<file path="config.mk">
export PLATFORM = sky130hd
export DESIGN_NAME = stego_sample_sched
export DESIGN_NICKNAME = d
export VERILOG_FILES = /design/src/rtl/stego_sample_sched.sv
export SDC_FILE = /design/constraint.sdc
export NUM_CORES = 1
export LEC_CHECK = 0
export ABC_AREA = 0
export CORE_ASPECT_RATIO = 1.2
export CORE_MARGIN = 4
export CORE_UTILIZATION = 45
export DETAILED_ROUTE_END_ITERATION = 10
export GPL_TIMING_DRIVEN = 0
export PLACE_DENSITY = 0.66
export SLEW_MARGIN = 25
export SYNTH_ARGS = -nofsm -noshare
export SYNTH_HDL_FRONTEND = slang
export SYNTH_SLANG_ARGS = --single-unit
</file>
<file path="constraint.sdc">
create_clock -name in_clk -period 2.1 [get_ports in_clk]
set_input_delay 0.42 -clock in_clk [delete_from_list [all_inputs] [get_ports in_clk]]
set_output_delay 0.42 -clock in_clk [all_outputs]
set_load 0.005 [all_outputs]
</file>
<file path="src/rtl/stego_sample_sched.sv">
// Sample scheduler: buffers samples in a circular FIFO, issues one at a time to the embedder
// with FRAME_SIZE message bits. Optional watchdog under `STEGO_SCHED_WATCHDOG_EN`.
module stego_sample_sched #(
    parameter int unsigned BPS        = 16,
    parameter int unsigned FRAME_SIZE = 1,
    parameter int unsigned DEPTH_LOG2 = 4
) (
    input  logic                  in_clk,
    input  logic                  in_rst_n,
    input  logic                  in_sample_valid,
    input  logic [BPS-1:0]        in_sample,
    input  logic                  in_msg_valid,
    input  logic [7:0]            in_msg_byte,
    output logic                  out_msg_ready,
    input  logic                  in_sample_sent,
    output logic                  out_enable,
    output logic [BPS-1:0]        out_frame,
    output logic [FRAME_SIZE-1:0] out_message,
    output logic                  out_embed,
    output logic [DEPTH_LOG2:0]   out_level,
    output logic                  out_overflow,
    output logic [15:0]           out_embed_count
`ifdef STEGO_SCHED_WATCHDOG_EN
    ,
    output logic                  out_timeout
`endif
);

    localparam int unsigned Depth = 1 << DEPTH_LOG2;
    localparam logic [DEPTH_LOG2-1:0] PtrOne = 1;
    localparam logic [DEPTH_LOG2:0]   LvlOne = 1;
    localparam logic [3:0]            FsBits = 4'(FRAME_SIZE);

    typedef enum logic [1:0] {StIdle, StLoad, StIssue, StWait} state_e;

    state_e                  state_q, state_d;
    logic [BPS-1:0]          mem_q [Depth];
    logic [DEPTH_LOG2-1:0]   wr_ptr_q, wr_ptr_d, rd_ptr_q, rd_ptr_d;
    logic [DEPTH_LOG2:0]     level_q, level_d;
    logic                    overflow_q, overflow_d;
    logic [7:0]              msg_q, msg_d;
    logic [3:0]              bits_q, bits_d;
    logic [BPS-1:0]          frame_q, frame_d;
    logic [FRAME_SIZE-1:0]   message_q, message_d;
    logic                    embed_q, embed_d;
    logic                    enable_q, enable_d;
    logic [15:0]             embed_cnt_q, embed_cnt_d;
    logic                    full, wr_en, rd_en, msg_accept;
`ifdef STEGO_SCHED_WATCHDOG_EN
    logic [15:0]             wd_q, wd_d;
    logic                    timeout_q, timeout_d;
`endif

    // Level never exceeds Depth, so the MSB alone flags a full FIFO.
    assign full          = level_q[DEPTH_LOG2];
    assign out_msg_ready = (bits_q == 4'd0);
    assign msg_accept    = in_msg_valid && out_msg_ready;

    always_comb begin
        state_d     = state_q;
        wr_ptr_d    = wr_ptr_q;
        rd_ptr_d    = rd_ptr_q;
        level_d     = level_q;
        overflow_d  = overflow_q;
        msg_d       = msg_q;
        bits_d      = bits_q;
        frame_d     = frame_q;
        message_d   = message_q;
        embed_d     = embed_q;
        enable_d    = 1'b0;
        embed_cnt_d = embed_cnt_q;
        rd_en       = 1'b0;
`ifdef STEGO_SCHED_WATCHDOG_EN
        wd_d        = wd_q;
        timeout_d   = timeout_q;
`endif

        wr_en = in_sample_valid && !full;
        if (in_sample_valid && full) begin
            overflow_d = 1'b1;
        end

        // Acceptance needs an empty counter and consumption a nonzero one, so they never collide.
        if (msg_accept) begin
            msg_d  = in_msg_byte;
            bits_d = 4'd8;
        end

        unique case (state_q)
            StIdle: begin
                if (level_q != '0) begin
                    state_d = StLoad;
                end
            end
            StLoad: begin
                rd_en   = 1'b1;
                frame_d = mem_q[rd_ptr_q];
                if (bits_q != 4'd0) begin
                    message_d = msg_q[7 -: FRAME_SIZE];
                    embed_d   = 1'b1;
                    msg_d     = msg_q << FRAME_SIZE;
                    bits_d    = bits_q - FsBits;
                end else begin
                    message_d = '0;
                    embed_d   = 1'b0;
                end
                enable_d = 1'b1;
                state_d  = StIssue;
            end
            StIssue: begin
                if (embed_q) begin
                    embed_cnt_d = embed_cnt_q + 16'd1;
                end
`ifdef STEGO_SCHED_WATCHDOG_EN
                wd_d = '0;
`endif
                state_d = StWait;
            end
            StWait: begin
                if (in_sample_sent) begin
                    state_d = StIdle;
`ifdef STEGO_SCHED_WATCHDOG_EN
                end else if (wd_q == 16'hFFFF) begin
                    state_d   = StIdle;
                    timeout_d = 1'b1;
                end else begin
                    wd_d = wd_q + 16'd1;
`endif
                end
            end
        endcase

        if (wr_en) begin
            wr_ptr_d = wr_ptr_q + PtrOne;
        end
        if (rd_en) begin
            rd_ptr_d = rd_ptr_q + PtrOne;
        end
        case ({wr_en, rd_en})
            2'b10:   level_d = level_q + LvlOne;
            2'b01:   level_d = level_q - LvlOne;
            default: level_d = level_q;
        endcase
    end

    always_ff @(posedge in_clk) begin
        if (wr_en) begin
            mem_q[wr_ptr_q] <= in_sample;
        end
    end

    always_ff @(posedge in_clk or negedge in_rst_n) begin
        if (!in_rst_n) begin
            state_q     <= StIdle;
            wr_ptr_q    <= '0;
            rd_ptr_q    <= '0;
            level_q     <= '0;
            overflow_q  <= 1'b0;
            msg_q       <= '0;
            bits_q      <= '0;
            frame_q     <= '0;
            message_q   <= '0;
            embed_q     <= 1'b0;
            enable_q    <= 1'b0;
            embed_cnt_q <= '0;
`ifdef STEGO_SCHED_WATCHDOG_EN
            wd_q        <= '0;
            timeout_q   <= 1'b0;
`endif
        end else begin
            state_q     <= state_d;
            wr_ptr_q    <= wr_ptr_d;
            rd_ptr_q    <= rd_ptr_d;
            level_q     <= level_d;
            overflow_q  <= overflow_d;
            msg_q       <= msg_d;
            bits_q      <= bits_d;
            frame_q     <= frame_d;
            message_q   <= message_d;
            embed_q     <= embed_d;
            enable_q    <= enable_d;
            embed_cnt_q <= embed_cnt_d;
`ifdef STEGO_SCHED_WATCHDOG_EN
            wd_q        <= wd_d;
            timeout_q   <= timeout_d;
`endif
        end
    end

    assign out_enable      = enable_q;
    assign out_frame       = frame_q;
    assign out_message     = message_q;
    assign out_embed       = embed_q;
    assign out_level       = level_q;
    assign out_overflow    = overflow_q;
    assign out_embed_count = embed_cnt_q;
`ifdef STEGO_SCHED_WATCHDOG_EN
    assign out_timeout     = timeout_q;
`endif

endmodule

</file>
### Word-level counts from Yosys, hierarchy flattened

Memory sizes are Yosys's and may differ from the RTL's. A register that Yosys moved wholly into a read port is not among the register bits.
Index checks and enable logic that the tools add are counted.

| cells by class | value |
|---|---|
| $add $sub $neg | 6 |
| $mul | 0 |
| div/mod/pow operators | 0 |
| $lt $le $gt $ge | 0 |
| equal/unequal tests | 7 |
| shifts and indexed selects | 0 |
| multiplexer cells | 15 |
| bitwise operators | 0 |
| reductions and logical operators | 12 |

Operator list:

| operator | number |
|---|---|
| 8-bit two-way mux | 3 |
| 16-bit by 1-bit adder with 16-bit output (second input constant) | 1 |
| 4-bit two-way mux | 3 |
| 5-bit case mux with 2 select lines | 1 |
| 4-bit by 1-bit adder with 4-bit output (second input constant) | 2 |
| 2-bit case mux with 4 select lines | 1 |
| 2-bit equality test (second input constant) | 3 |
| 5-bit by 1-bit adder with 5-bit output (second input constant) | 1 |
| 1-bit two-way mux | 5 |
| 5-bit nonzero test | 1 |
| 5-bit by 1-bit subtractor with 5-bit output (second input constant) | 1 |
| 2-bit by 1-bit equality test with 1-bit output (second input constant) | 2 |
| 4-bit zero test | 1 |
| 2-bit two-way mux | 2 |
| 2-bit != test (second input constant) | 2 |
| 2-bit AND reduction | 2 |
| 4-bit nonzero test | 1 |
| 4-bit by 1-bit subtractor with 4-bit output (second input constant) | 1 |
| 1-bit logical AND | 3 |
| 1-bit zero test | 2 |
| 2-bit zero test | 1 |
| 2-bit nonzero test | 1 |

| word-level totals | value |
|---|---|
| bits in registers | 47 |
| bits in latches | 0 |
| bits in writable memories | 256 |
| ROM bits | 0 |
| bits of input ports | 29 |
| logic and storage cells | 52 |
| memories | 1 |

Memories:

| memory | depth | bits a word | rd ports | clocked after Yosys merged registers in | write ports | line | source |
|---|---|---|---|---|---|---|---|
| mem_q | 16 | 16 | 1 | 1 | 1 | 37 | `logic [BPS-1:0] mem_q [Depth];` |

### Longest topological paths before layout

| logic depth | value |
|---|---|
| depth in word-level cells | 5 |
| mapped depth | 11 |
| gate-level depth less buffers | 9 |

### Worst setup path after synthesis

OpenSTA, ideal clock, no wires.

| timing | value |
|---|---|
| kind | reg2reg |
| start point | register level_q[4] (netlist: out_level[4]) |
| end point | register level_q[4] (netlist: out_level[4]) |
| arrival | 2.194 ns |
| setup slack | -0.217 ns |
| stages on the path, launching flop included | 11 |
| buffers on the path | 2 |
| period minus slack after synthesis | 2.317 ns |
| cell sequence | dfrtp_1 -> nor2b_1 -> buf_2 -> inv_1 -> ha_1 -> clkbuf_1 -> xor2_1 -> ha_1 -> o21ai_0 -> mux2_2 -> o221a_2 |

| between the ends | value |
|---|---|
| longest elaborated chain between the ends | 4 |
| elaborated cells between the ends (all ways) | 8 |

RTL lines:

| item | line | source |
|---|---|---|
| from (decl) | 39 | `logic [DEPTH_LOG2:0] level_q, level_d;` |
| from (signal assigned) | 174 | `level_q <= level_d;` |
| parallel branches: the longest is 4 deep, another holds 5-bit by 1-bit subtractor with 5-bit output | n/a |  |

Parallel ways; which one is timed is not known.
A chain may end at the register's enable or synchronous reset.

### Worst setup path in the final report

Same ends and word-level chain as after synthesis.

==> flow_summary.ini <==
[critical_path]
r2r_end = out_level[4]
crit_top_cell = buf_4
cpPeakStageDelay_ns = 0.41
r2r_slack_ns = 0.03
crit_buf_inv = 3
arrival_ns = 2.51
critPathCaptureType = register
crit_family = compound AO/OA/AOI/OAI gates
rr_worst_depth = 9
reg2reg_from = out_level[4]
critPathMaxFanout = 6
crit_type = reg2reg
crit_required_ns = 2.54
worst_setup_path_start_kind = register
cp_slowest_cell = dfrtp_2
crit_chain = nor2b_1 > buf_4 > inv_4 > ha_4 > buf_4 > nor3b_1 > o21ai_2 > mux2_4 > o221a_2

[floorplan]
fp-row-count = 66
start_util_pct = 46.03
core_sq_um = 27330
die_h_um = 191.2
die_w_um = 160.6
ios = 71
dieArea_sq_um = 30710

[grt]
grt.total_usage_pct = 17.28
grt_max_degree = 54
grt_pass1_wl_um = 40770
antenna_found_initial = 0
grt-ovfl-total = 0
grt_pass1_vias = 7025

[final_layout]
drive_gt1_share_pct = 25.35
fin_area_sq_um = 15080
area_growth_syn_to_layout_pct = 19.90
nNetsFinal = 818
utilization_pct = 55.19
diodes = 0
num-fill-cells = 2084
final_cells = 1171

[route]
final_antenna_net_count = 0
drc = 0
vias = 6567
viasPerCell = 5.608
drt_iter0_drc = 568
drt-pass1-iter-count = 4
postRouteWirelength_um = 26390
wl_per_cell_um = 22.53

[clock_tree]
clk_latency_ns = 0.56
clk_path_buf_depth = 3
root_buffer = clkbuf_16
clock-sinks = 319
htreeDepth = 1
cts_tree = done
numCtsBuffers = 31
clkTransAtPathRegs_ns = 0.06

[synthesis]
async_reset_ff_share_pct = 19.75
yosys.area.top_type = edfxtp_1
avgSynthCellArea_sq_um = 19.00
yosysWarnings = 0
synth.top_cell.area_share_pct = 61.10
ys_seq_area_share_pct = 73.64
synth_common_cells = edfxtp_1, mux4_2, dfrtp_1
synthTopCellsByArea = edfxtp_1, dfrtp_1, mux4_2
synth.most_common_cell = edfxtp_1
synth_seq_cells = 319
syn_area_sq_um = 12580
ys_types = 45
dominantRegCellSynth = edfxtp_1
syn_inst = 662
syn_nets = 706
synth_edf_count = 256

[job]
drv_cap = 0

[sta]
clock.fmax_mhz = 483.3
clock_skew_ns = 0.01193
hold_viol = 0
rsz0062_at_grt = yes
timing.final.max_slew_violations = 0
period_minus_slack_ns = 2.069
slew_headroom_pct = 52.95
fin_hold_ws_ns = 0.2520
worst_pin_slew_ns = 0.6861
finalSetupViolCount = 0
period_share_pct = 98.53

[placed_design]
dp.cells = 1107
place_hpwl_um = 16560
portBuffers = 70
place_congestion = 0.8809
dpl_cell_area_sq_um = 13800

[hold_path]
hold_class = in2async

[pwr]
powerDensity_nw_per_um2 = 1396
leakagePower_nw = 5.182
max-vdd-ir-drop_mv = 0.8231

[outcome]
run_status = complete, no violations
## per-layer routing
layer,part of all wire [%],GRT usage [%]
met1,40,22.24
met2,51,30.80
met3,5.8,2.739
met4,2.4,4.502
met5,0,0
## cells by family after synthesis
group           Yosys count  synth area share, %
fa+ha+maj                15                1.492
buf+inv                  50                1.820
compound gates           86                4.267
xor+xnor                 25                1.740
simple gates             80                3.551
flops                   319                73.63
mux                      87                13.50
## how the worst max path moves through the flow
stage	start	to	slack, ns	depth (start not counted)
3_5_place_dp	in_sample_valid	mem_q[11][7]	-0.96	6
5_1_grt	out_level[4]	out_level[4]	-0.09	10
6_report	out_level[4]	out_level[4]	0.03	9
2_1_floorplan	out_level[4]	out_level[4]	-0.01	11
3_3_place_gp	in_rst_n	out_level[4]	-1.48	1
4_1_cts	state_q[1]	out_level[4]	0.005	8
## repair_timing
action | 4_1_cts | 5_1_grt
hold endpoints to repair | 63 | 0
setup endpoints to repair | 269 | 132
buffers inserted | 3 | 6
pin swaps | 2 | 2
hold buffers | 1 | 0
gates resized for setup | 31 | 13
## registers in the layout, indices dropped and copies added, names as in the netlist, 4 cells and up
signal / count
rd_ptr_q: 4
bits_q: 4
mem_q: 256
wr_ptr_q: 4
out_embed_count: 16
out_level: 5
out_frame: 16
msg_q: 8
## worst register-to-register path: cells and delay by family (launching register included)
family | cells | cell delay (ns)
compound gates | 2 | 0.44
simple gates | 2 | 0.27
fa+ha+maj | 1 | 0.17
buf+inv | 3 | 0.37
flops | 1 | 0.41
mux | 1 | 0.31
## power by group
| part | internal, mW | total (mW) | switching [mW] |
|---|---|---|---|
| Combinational | 3.17 | 6.46 | 3.29 |
| Sequential | 7.84 | 8.41 | 0.574 |
| Clock | 3.90 | 6.19 | 2.28 |
| Total | 14.9 | 21.1 | 6.14 |
## layout by cell type (no fill, tap or decap), types with 3 or more instances in the layout
cell	Yosys	final
a21oi_1	26	26
a31oi_1	3	3
and2_2	0	8
and2_4	0	8
and3_1	3	3
buf_1	3	3
buf_2	15	13
buf_4	2	13
bufinv_16	0	9
clkbuf_1	11	10
clkbuf_16	0	31
clkbuf_2	0	3
clkbuf_8	0	3
clkdlybuf4s50_1	0	67
clkinv_2	0	4
dfrtp_1	63	62
edfxtp_1	256	256
ha_1	15	12
inv_1	17	13
inv_2	0	3
mux2_2	21	20
mux4_2	64	64
nand2_1	19	19
nand2b_1	3	3
nand3_1	6	6
nand4_1	5	5
nor2_1	5	5
nor2b_1	5	5
nor3_1	6	6
nor4_1	3	3
o21ai_0	8	6
o22ai_1	36	36
o22ai_2	3	3
xnor2_1	15	15
xor2_1	10	10
## layout make-up
class	instances	area (sq um)	area share [%]
Buffer	31	168.9	1.120
Clock buffer	38	832.0	5.516
Tap cell	374	467.9	3.102
Timing Repair Buffer	81	797.0	5.284
Sequential cell	319	9265	61.42
Clock inverter	18	322.8	2.140
Multi-Input combinational cell	293	3164	20.98
Inverter	17	66.31	0.4396
## per-stage QoR
step | power, mW | worst slack (ns) | setup TNS (ns)
floorplan | 12.54 | -0.01099 | -0.01099
global placement | 14.56 | -1.482 | -262.15
detailed placement | 14.82 | -0.9591 | -208.13
CTS | 21.16 | 0.004999 | 0
global route | 22.09 | -0.09047 | -0.4464
finish | 21.06 | 0.03077 | 0
Note: power is estimated with default switching activity, not from simulation.
